## config.mk

```make
export PLATFORM = sky130hd
export DESIGN_NAME = page_walker_flat
export DESIGN_NICKNAME = d
export VERILOG_FILES = /design/src/rtl/page_walker_if.sv /design/src/rtl/page_walker.sv /design/src/flat_wrapper.sv
export SDC_FILE = /design/constraint.sdc
export NUM_CORES = 1
export LEC_CHECK = 0
export ABC_CLOCK_PERIOD_IN_PS = 2900
export CAP_MARGIN = 20
export CELL_PAD_IN_SITES_DETAIL_PLACEMENT = 2
export CELL_PAD_IN_SITES_GLOBAL_PLACEMENT = 2
export CORE_MARGIN = 8
export CORE_UTILIZATION = 21
export DETAILED_ROUTE_END_ITERATION = 12
export HOLD_SLACK_MARGIN = 0.08
export PLACE_DENSITY = 0.91
export RECOVER_POWER = 100
export SYNTH_ARGS = -nofsm -noshare
export SYNTH_HDL_FRONTEND = slang
export SYNTH_SLANG_ARGS = --single-unit
```

## constraint.sdc

```tcl
create_clock -name clk -period 2.9 [get_ports clk]
set_input_delay 0.58 -clock clk [delete_from_list [all_inputs] [get_ports clk]]
set_output_delay 0.58 -clock clk [all_outputs]
set_load 0.01 [all_outputs]
```

## src/rtl/page_walker_if.sv

```systemverilog
// Miss/memory/fill channel bundle of the page walker. The walker uses the slave view.
// The TLB-plus-memory side uses the master view.
interface page_walker_if #(
  parameter int PCID_W = 12
) ();
  logic              miss_valid;
  logic              miss_ready;
  logic [63:0]       miss_va;
  logic [PCID_W-1:0] miss_pcid;
  logic [63:0]       cr3;
  logic              mem_req_valid;
  logic              mem_req_ready;
  logic [63:0]       mem_req_addr;
  logic              mem_resp_valid;
  logic [63:0]       mem_resp_data;
  logic              fill_valid;
  logic              fill_ready;
  logic [63:0]       fill_va;
  logic [63:0]       fill_pa;
  logic [PCID_W-1:0] fill_pcid;
  logic              fill_fault;

  modport master (
    output miss_valid, miss_va, miss_pcid, cr3, mem_req_ready,
           mem_resp_valid, mem_resp_data, fill_ready,
    input  miss_ready, mem_req_valid, mem_req_addr,
           fill_valid, fill_va, fill_pa, fill_pcid, fill_fault
  );

  modport slave (
    input  miss_valid, miss_va, miss_pcid, cr3, mem_req_ready,
           mem_resp_valid, mem_resp_data, fill_ready,
    output miss_ready, mem_req_valid, mem_req_addr,
           fill_valid, fill_va, fill_pa, fill_pcid, fill_fault
  );
endinterface

```

## src/rtl/page_walker.sv

```systemverilog
// 4-level x86-64 page walker: 2 cycles per level, request and fill registered and held until ready.
// Macro PAGE_WALKER_LARGE_PAGE_EN enables 2M/1G leaves; otherwise PS is ignored below level 3.
module page_walker #(
  parameter int PA_W   = 52,
  parameter int PCID_W = 12
) (
  input  logic         clk,
  input  logic         rst,
  page_walker_if.slave bus
);
  typedef enum logic [1:0] {IDLE, REQ, WAIT, FILL} state_t;

  localparam logic [63:0] PA_MASK = (PA_W >= 64) ? '1 : ((64'd1 << PA_W) - 64'd1);

  state_t            state_q, state_d;
  logic [1:0]        lvl_q, lvl_d;
  logic [63:0]       addr_q, addr_d;
  logic [63:0]       va_q, va_d;
  logic [63:0]       pa_q, pa_d;
  logic [PCID_W-1:0] pcid_q, pcid_d;
  logic              fault_q, fault_d;
  logic [63:0]       pte;
  logic              canonical;
  logic              unused_bits;

  function automatic logic [63:0] pte_addr(input logic [39:0] pfn, input logic [63:0] va,
                                           input logic [1:0] lvl);
    logic [8:0] idx;
    idx = 9'(va >> (12 + 9 * int'(lvl)));
    return {12'b0, pfn, idx, 3'b000};
  endfunction

  assign pte         = bus.mem_resp_data;
  assign canonical   = (&bus.miss_va[63:47]) | ~(|bus.miss_va[63:47]);
  assign unused_bits = ^{bus.cr3[63:52], bus.cr3[11:0], pte[63:52], pte[11:8], pte[6:1]};

  always_comb begin
    state_d = state_q;
    lvl_d   = lvl_q;
    addr_d  = addr_q;
    va_d    = va_q;
    pa_d    = pa_q;
    pcid_d  = pcid_q;
    fault_d = fault_q;
    case (state_q)
      IDLE: begin
        if (bus.miss_valid) begin
          va_d    = bus.miss_va;
          pcid_d  = bus.miss_pcid;
          lvl_d   = 2'd3;
          pa_d    = '0;
          fault_d = 1'b0;
          if (canonical) begin
            addr_d  = pte_addr(bus.cr3[51:12], bus.miss_va, 2'd3);
            state_d = REQ;
          end else begin
            fault_d = 1'b1;
            state_d = FILL;
          end
        end
      end
      REQ: begin
        if (bus.mem_req_ready) state_d = WAIT;
      end
      WAIT: begin
        if (bus.mem_resp_valid) begin
          if (!pte[0]) begin
            fault_d = 1'b1;
            state_d = FILL;
          end else if (lvl_q == 2'd0) begin
            pa_d    = {12'b0, pte[51:12], va_q[11:0]} & PA_MASK;
            state_d = FILL;
          end else if (pte[7] && (lvl_q == 2'd3)) begin
            fault_d = 1'b1;
            state_d = FILL;
`ifdef PAGE_WALKER_LARGE_PAGE_EN
          end else if (pte[7] && (lvl_q == 2'd2)) begin
            pa_d    = {12'b0, pte[51:30], va_q[29:0]} & PA_MASK;
            state_d = FILL;
          end else if (pte[7] && (lvl_q == 2'd1)) begin
            pa_d    = {12'b0, pte[51:21], va_q[20:0]} & PA_MASK;
            state_d = FILL;
`endif
          end else begin
            // Table pointer: this PTE becomes the base of the next level down.
            addr_d  = pte_addr(pte[51:12], va_q, lvl_q - 2'd1);
            lvl_d   = lvl_q - 2'd1;
            state_d = REQ;
          end
        end
      end
      FILL: begin
        if (bus.fill_ready) state_d = IDLE;
      end
      default: state_d = IDLE;
    endcase
  end

  always_ff @(posedge clk) begin
    if (rst) begin
      state_q <= IDLE;
      lvl_q   <= '0;
      addr_q  <= '0;
      va_q    <= '0;
      pa_q    <= '0;
      pcid_q  <= '0;
      fault_q <= 1'b0;
    end else begin
      state_q <= state_d;
      lvl_q   <= lvl_d;
      addr_q  <= addr_d;
      va_q    <= va_d;
      pa_q    <= pa_d;
      pcid_q  <= pcid_d;
      fault_q <= fault_d;
    end
  end

  // Gate with rst so nothing is offered while reset is held.
  assign bus.miss_ready    = (state_q == IDLE) && !rst;
  assign bus.mem_req_valid = (state_q == REQ);
  assign bus.mem_req_addr  = addr_q;
  assign bus.fill_valid    = (state_q == FILL);
  assign bus.fill_va       = va_q;
  assign bus.fill_pa       = pa_q;
  assign bus.fill_pcid     = pcid_q;
  assign bus.fill_fault    = fault_q;
endmodule

```

## src/flat_wrapper.sv

```systemverilog
// flat-port wrapper written by rule: the top's interface ports become plain ports
module page_walker_flat 
#(
  parameter int PA_W   = 52,
  parameter int PCID_W = 12
)
  (clk, rst, bus_miss_valid, bus_miss_va, bus_miss_pcid, bus_cr3, bus_mem_req_ready, bus_mem_resp_valid, bus_mem_resp_data, bus_fill_ready, bus_miss_ready, bus_mem_req_valid, bus_mem_req_addr, bus_fill_valid, bus_fill_va, bus_fill_pa, bus_fill_pcid, bus_fill_fault);
  page_walker_if #(.PCID_W(PCID_W)) bus_i ();
  input  logic clk;
  input  logic rst;
  input wire logic [$bits(bus_i.miss_valid)-1:0] bus_miss_valid;
  input wire logic [$bits(bus_i.miss_va)-1:0] bus_miss_va;
  input wire logic [$bits(bus_i.miss_pcid)-1:0] bus_miss_pcid;
  input wire logic [$bits(bus_i.cr3)-1:0] bus_cr3;
  input wire logic [$bits(bus_i.mem_req_ready)-1:0] bus_mem_req_ready;
  input wire logic [$bits(bus_i.mem_resp_valid)-1:0] bus_mem_resp_valid;
  input wire logic [$bits(bus_i.mem_resp_data)-1:0] bus_mem_resp_data;
  input wire logic [$bits(bus_i.fill_ready)-1:0] bus_fill_ready;
  output wire logic [$bits(bus_i.miss_ready)-1:0] bus_miss_ready;
  output wire logic [$bits(bus_i.mem_req_valid)-1:0] bus_mem_req_valid;
  output wire logic [$bits(bus_i.mem_req_addr)-1:0] bus_mem_req_addr;
  output wire logic [$bits(bus_i.fill_valid)-1:0] bus_fill_valid;
  output wire logic [$bits(bus_i.fill_va)-1:0] bus_fill_va;
  output wire logic [$bits(bus_i.fill_pa)-1:0] bus_fill_pa;
  output wire logic [$bits(bus_i.fill_pcid)-1:0] bus_fill_pcid;
  output wire logic [$bits(bus_i.fill_fault)-1:0] bus_fill_fault;
  assign bus_i.miss_valid = bus_miss_valid;
  assign bus_i.miss_va = bus_miss_va;
  assign bus_i.miss_pcid = bus_miss_pcid;
  assign bus_i.cr3 = bus_cr3;
  assign bus_i.mem_req_ready = bus_mem_req_ready;
  assign bus_i.mem_resp_valid = bus_mem_resp_valid;
  assign bus_i.mem_resp_data = bus_mem_resp_data;
  assign bus_i.fill_ready = bus_fill_ready;
  assign bus_miss_ready = bus_i.miss_ready;
  assign bus_mem_req_valid = bus_i.mem_req_valid;
  assign bus_mem_req_addr = bus_i.mem_req_addr;
  assign bus_fill_valid = bus_i.fill_valid;
  assign bus_fill_va = bus_i.fill_va;
  assign bus_fill_pa = bus_i.fill_pa;
  assign bus_fill_pcid = bus_i.fill_pcid;
  assign bus_fill_fault = bus_i.fill_fault;
  page_walker #(.PA_W(PA_W), .PCID_W(PCID_W)) u_core (.clk(clk), .rst(rst), .bus(bus_i));
endmodule
```

; Word-level counts from Yosys, hierarchy flattened
; Index checks and enable logic that the tools add are counted.
[totals]
mem_bits_rw = 0
rom_bits = 0
regBits = 209
input_bits = 210
latchBits = 0
memories = 0
[classes]
n_eq_ne = 15
bitwise = 2
shift = 1
mux = 34
multipliers = 1
n_div = 0
order_cmp = 0
reduce_logical = 14
addsub = 2
[op_table]
columns = operator, count
row1 = 64-bit two-way mux, 10
row2 = 64-bit one-hot mux with 2 select lines, 2
row3 = 64-bit by 32-bit right shift with 9-bit output, 1
row4 = 5-bit by 32-bit adder with 32-bit output (first input constant), 1
row5 = 2-bit two-way mux, 13
row6 = 17-bit AND reduction, 1
row7 = 17-bit OR reduction, 1
row8 = 2-bit != test (second input constant), 7
row9 = 5-bit AND reduction, 2
row10 = 2-bit one-hot mux with 4 select lines, 1
row11 = 7-bit AND reduction, 1
row12 = 2-bit equality test (second input constant), 3
row13 = 4-bit by 2-bit multiplier with 6-bit output (first input constant), 1
row14 = 1-bit two-way mux, 6
row15 = 6-bit AND reduction, 1
row16 = 2-bit logical NOT, 2
row17 = 2-bit by 1-bit != test with 1-bit output (second input constant), 2
row18 = 2-bit one-hot mux with 2 select lines, 1
row19 = 4-bit AND reduction, 1
row20 = 3-bit by 2-bit != test with 1-bit output (second input constant), 1
row21 = 3-bit != test (second input constant), 1
row22 = 2-bit by 1-bit equality test with 1-bit output (second input constant), 1
row23 = 1-bit logical AND, 2
row24 = 1-bit one-hot mux with 2 select lines, 1
row25 = other kinds (6), 6

; Longest topological paths before layout
[depth]
depth_word = 9
ltp_mapped = 12
ltp_nobuf = 8

; Worst setup path after synthesis
; Ideal clock, no wire load.
[synth_timing]
path_kind = register to register
from = register u_core.lvl_q[0]
to = register u_core.addr_q[7], in the netlist u_core.bus.mem_req_addr[7]
path_slack_ps = 369
path_buffers = 4
t_required_ps = 2762
period_less_slack_ps = 2531
path_stages_with_launch = 12
arrival_time_ps = 2394
cell_sequence = dfxtp_1 -> buf_4 -> clkbuf_1 -> inv_1 -> ha_1 -> buf_4 -> buf_2 -> mux4_2 -> nor2_1 -> a21oi_1 -> nor2_1 -> o41ai_2
[synth_between]
elab_chain_len = 9
[synth_rtl]
columns = item, line
row1 = from (decl), page_walker.sv:16  ; logic [1:0] lvl_q, lvl_d;
row2 = from (signal assigned), page_walker.sv:110  ; lvl_q <= lvl_d;
row3 = 2-bit by 1-bit subtractor with 2-bit output, page_walker.sv:86  ; addr_d = pte_addr(pte[51:12], va_q, lvl_q - 2'd1);
row4 = 4-bit by 2-bit multiplier with 6-bit output, page_walker.sv:29  ; idx = 9'(va >> (12 + 9 * int'(lvl)));
row5 = 5-bit by 32-bit adder with 32-bit output, page_walker.sv:29
row6 = 64-bit by 32-bit right shift with 9-bit output, page_walker.sv:29
row7 = 64-bit two-way mux, page_walker.sv:73  ; end else if (pte[7] && (lvl_q == 2'd3)) begin
row8 = 64-bit two-way mux, page_walker.sv:70  ; end else if (lvl_q == 2'd0) begin
row9 = 64-bit two-way mux, page_walker.sv:67  ; if (!pte[0]) begin
row10 = 64-bit two-way mux, page_walker.sv:66  ; if (bus.mem_resp_valid) begin
row11 = 64-bit one-hot mux with 2 select lines, page_walker.sv:45  ; case (state_q)
row12 = to (signal assigned), page_walker.sv:111  ; addr_q <= addr_d;
row13 = to (decl), page_walker.sv:17  ; logic [63:0] addr_q, addr_d;
; Parallel ways exist; a longest one is shown, timed or not. The select of a mux whose other input is x is not followed.
; A chain may end at the register's enable or synchronous reset.

; Worst setup path in the final report
[layout_timing]
from = input port bus_miss_va[50]
to = register u_core.addr_q[23], in the netlist u_core.bus.mem_req_addr[23]
[layout_between]
elab_chain_len = 5
[layout_rtl]
columns = item, line
row1 = from (decl), flat_wrapper.sv:12  ; input wire logic [$bits(bus_i.miss_va)-1:0] bus_miss_va;
row2 = 17-bit OR reduction, page_walker.sv:34  ; assign canonical = (&bus.miss_va[63:47]) | ~(|bus.miss_va[63:47]);
row3 = 1-bit NOT, page_walker.sv:34
row4 = 1-bit OR *, page_walker.sv:34
row5 = 2-bit by 1-bit != test with 1-bit output (no source line) *, --
row6 = 7-bit AND reduction (no source line) *, --
; Every way passes the cells marked *; elsewhere a longest branch is shown, timed or not.

==> out/results.md <==
| Parameter | This run |
|:---|:---|
| RePlAce Congestion | 0.805 |
| Setup repair after global routing missed its margin | no |
| Root Driver | clkbuf_16 |
| Core outline area | 0.0376 mm² |
| Initial antenna violation count | 4 |
| Remaining design rule violation count | 0 |
| Filler Cell Count | 4244 |
| Via count of the first global-routing pass | 9081 |
| Area share of the leading cell type in the synthesized netlist | 45.6% |
| Static Leak | 0.00500 µW |
| Critical Path RT | 3.22 ns |
| Final period utilization | 94.9% |
| Path type of the worst setup path | primary input to register |
| Final Worst Setup Slack | 0.147 ns |
| Most common flop cell mapped by yosys | dfxtp_1 |
| Number of sinks on the clock net | 182 |
| Cell area after technology mapping | 0.00798 mm² |
| Post-layout utilization of the core | 32.8% |
| Post-DRT Antenna Nets | 0 |
| Run status | finished clean |
| Wire length of the first global-routing pass | 56.4 mm |
| Total of flip-flops plus latches after synthesis | 182 |
| Total congestion overflow after global routing | 0 |
| Overall die area | 0.0445 mm² |
| Growth of design area from synthesis to finish | 54.6% |
| Number of levels the H-tree was split into | 4 |
| Worst-case setup slack after placement | -0.0795 ns |
| Yosys synthesis warning count | 0 |
| Max Slew Vio Count | 0 |
| Count of hold buffers inserted by post-cts repair | 0 |
| Dominant cell type by area after synthesis | dfxtp_1 |
| Final count of negative-setup-slack endpoints | 0 |
| Number of hold violations in the final report | 0 |
| Global router's overall resource usage | 16.5% |
| I/O Pins | 418 |
| Slew at the pin closest to its max-slew limit | 1.05 ns |
| CP Data Arrival Time | 3.08 ns |
| Number of enable-type register cells in the synthesized netlist | 0 |
| TritonCTS buffer count | 17 |
| Maximum buffer depth of the clock tree | 2 |
| Die height | 211 µm |
| Via-per-instance ratio | 4.59 |
| Startpoint type of the worst setup path | primary input |
| Overall die width | 211 µm |
| Endpoint type of the worst setup path | register |
| Reg-to-reg setup timing slack | 0.26 ns |
| Starting density of the core | 21.2% |
| Port Buf Inserts | 344 |
| Total of max-cap violations | 0 |
| Rows | 71 |
| Power density over cell area | 599 mW/mm² |
| CTS tree | done |
| Largest fanout on the critical path | 72 |
| Sequential element share of the synthesized area | 45.6% |
| Maximum resistive drop on vdd | 0.000362 V |
| Vias post-DR | 8113 |
| F_max | 363 MHz |
| Routed len/inst | 21.5 µm |
| Total setup buffers inserted after CTS | 0 |
| Gate count after technology mapping | 946 |
| Largest clock skew in the final design | 0.00819 ns |
| Worst hold-check path type | register to register |
| Number of gates given a new drive strength after cts | 0 |
| Share of layout cells above drive strength 1 | 5.59% |
| Clock edge transition at the registers on the reported setup and hold paths | 0.07 ns |
| Detailed-routing iteration count for the pre-antenna-repair pass | 4 |
| Number of different library cells in the post-synthesis netlist | 34 |
| Pin count of the biggest net entering global routing | 233 |
| Aggregate routed wire length | 37.9 mm |
| DR iter-0 viols | 230 |
| Top post-synthesis cells by area | dfxtp_1 46%, nand2_1 10%, a21oi_1 9.1%, mux2i_1 6.4%, nand3b_1 4.7% |
| Average cell area after synthesis | 8.44 µm² |
| Count of nets after finishing | 1453 |
| Share of async-settable or async-resettable flops after synthesis | 0% |
| Worst relative slew slack | 29.9% |
| Post-detailed-placement half-perimeter wirelength | 28.5 mm |
| Min Tclk post-route | 2.75 ns |
| Skew-Pair Late Insertion Delay | 0.44 ns |
[cell usage in the layout (no fill, tap or decap), types with 17 or more instances in the layout]
cell type | synthesis | routed
a21oi_1 | 145 | 145
clkbuf_16 | 0 | 17
clkdlybuf4s50_1 | 0 | 160
conb_1 | 1 | 27
dfxtp_1 | 182 | 182
dlygate4sd3_1 | 0 | 183
mux2i_1 | 51 | 51
nand2_1 | 212 | 211
nand3_1 | 57 | 57
nand3b_1 | 50 | 50
nor2_1 | 38 | 37
o31ai_1 | 43 | 43
[final cells by class]
class / count / area, µm² / share of cell area (%)
Antenna cell: 3 / 7.51 / 0.0608
Tap cell: 511 / 639 / 5.18
Inverter: 4 / 15.0 / 0.122
Sequential cell: 182 / 3640 / 29.5
Clock buffer: 18 / 429 / 3.48
Clock inverter: 13 / 121 / 0.983
Multi-Input combinational cell: 673 / 3850 / 31.2
Timing Repair Buffer: 362 / 3630 / 29.4
[path summary, 6_finish.rpt]
kind	startpoint	to	cells after the start
setup / recovery	bus_miss_va[50]	u_core.bus.mem_req_addr[23]$_SDFFE_PP0P_	8
hold / removal	u_core.bus.fill_pcid[4]$_SDFFE_PP0P_	u_core.bus.fill_pcid[4]$_SDFFE_PP0P_	2
setup reg to reg	u_core.state_q[0]$_SDFFE_PP0P_	u_core.bus.fill_pa[22]$_SDFFE_PP0P_	6
hold reg to reg	u_core.bus.fill_pcid[4]$_SDFFE_PP0P_	u_core.bus.fill_pcid[4]$_SDFFE_PP0P_	2
[layer usage]
layer | track usage [%] | up-vias | wire (µm)
met3 | 6.19 | 34 | 3030
met5 | 0 | - | 31
met2 | 28.7 | 293 | 18700
met4 | 4.63 | 4 | 733
met1 | 18.7 | 3981 | 15400
li1 | - | 3801 | -
[metrics by stage]
stage	hold slack, ns	total power (µW)	instance area [µm²]	cells	TNS (ns)
final	0.458	7390	12300	1766	0
after global routing	0.481	7810	12300	1765	0
after CTS	0.466	7670	12400	1763	0
after detailed placement	0.459	5330	11800	1732	-0.291
after global placement	0.442	5240	11800	1732	0
after floorplan	0.481	4130	8080	972	0
[worst max-delay path, cell delays in order]
cell	delay, ns
dlygate4sd3_1	0.58
and4_1	0.22
nand3_1	0.10
nor4_2	0.08
o31ai_2	0.80
buf_12	0.39
nand3b_1	0.15
o31ai_1	0.12
[synthesized netlist by cell type, types with 2 or more instances]
library cell and n:
buf_4 30, mux4_2 11, mux2i_1 51, nand2_1 212, inv_1 4, buf_1 6
a21oi_1 145, nor4_1 3, dfxtp_1 182, ha_1 3, clkbuf_1 63, nor2_1 38
o31ai_1 43, nand3_1 57, o41ai_2 7, o21ai_0 6, and2_1 3, nor4_2 2
nand4_1 3, nand2b_1 2, nand3b_1 50, buf_2 13
[kinds of logic after synthesis]
logic type	after synthesis	synth area share, %
compound gates	206	15.5
fa+ha+maj	3	0.470
buf+inv	117	7.21
flops	182	45.6
mux	62	9.50
other cells	1	0.0470
simple gates	375	21.6
[registers in the layout (all words and copies together), names as in the netlist]
name                     flops
u_core.state_q               2
u_core.bus.fill_fault        1
u_core.bus.mem_req_addr     49
u_core.bus.fill_pa          52
u_core.lvl_q                 2
u_core.bus.fill_va          64
u_core.bus.fill_pcid        12
[power by group]
| part | internal, µW | total [µW] | switching (µW) |
|---|---|---|---|
| logic | 961 | 2190 | 1230 |
| clock network | 1190 | 2280 | 1090 |
| registers | 2730 | 2910 | 184 |
(Power assumes the default switching activity.)
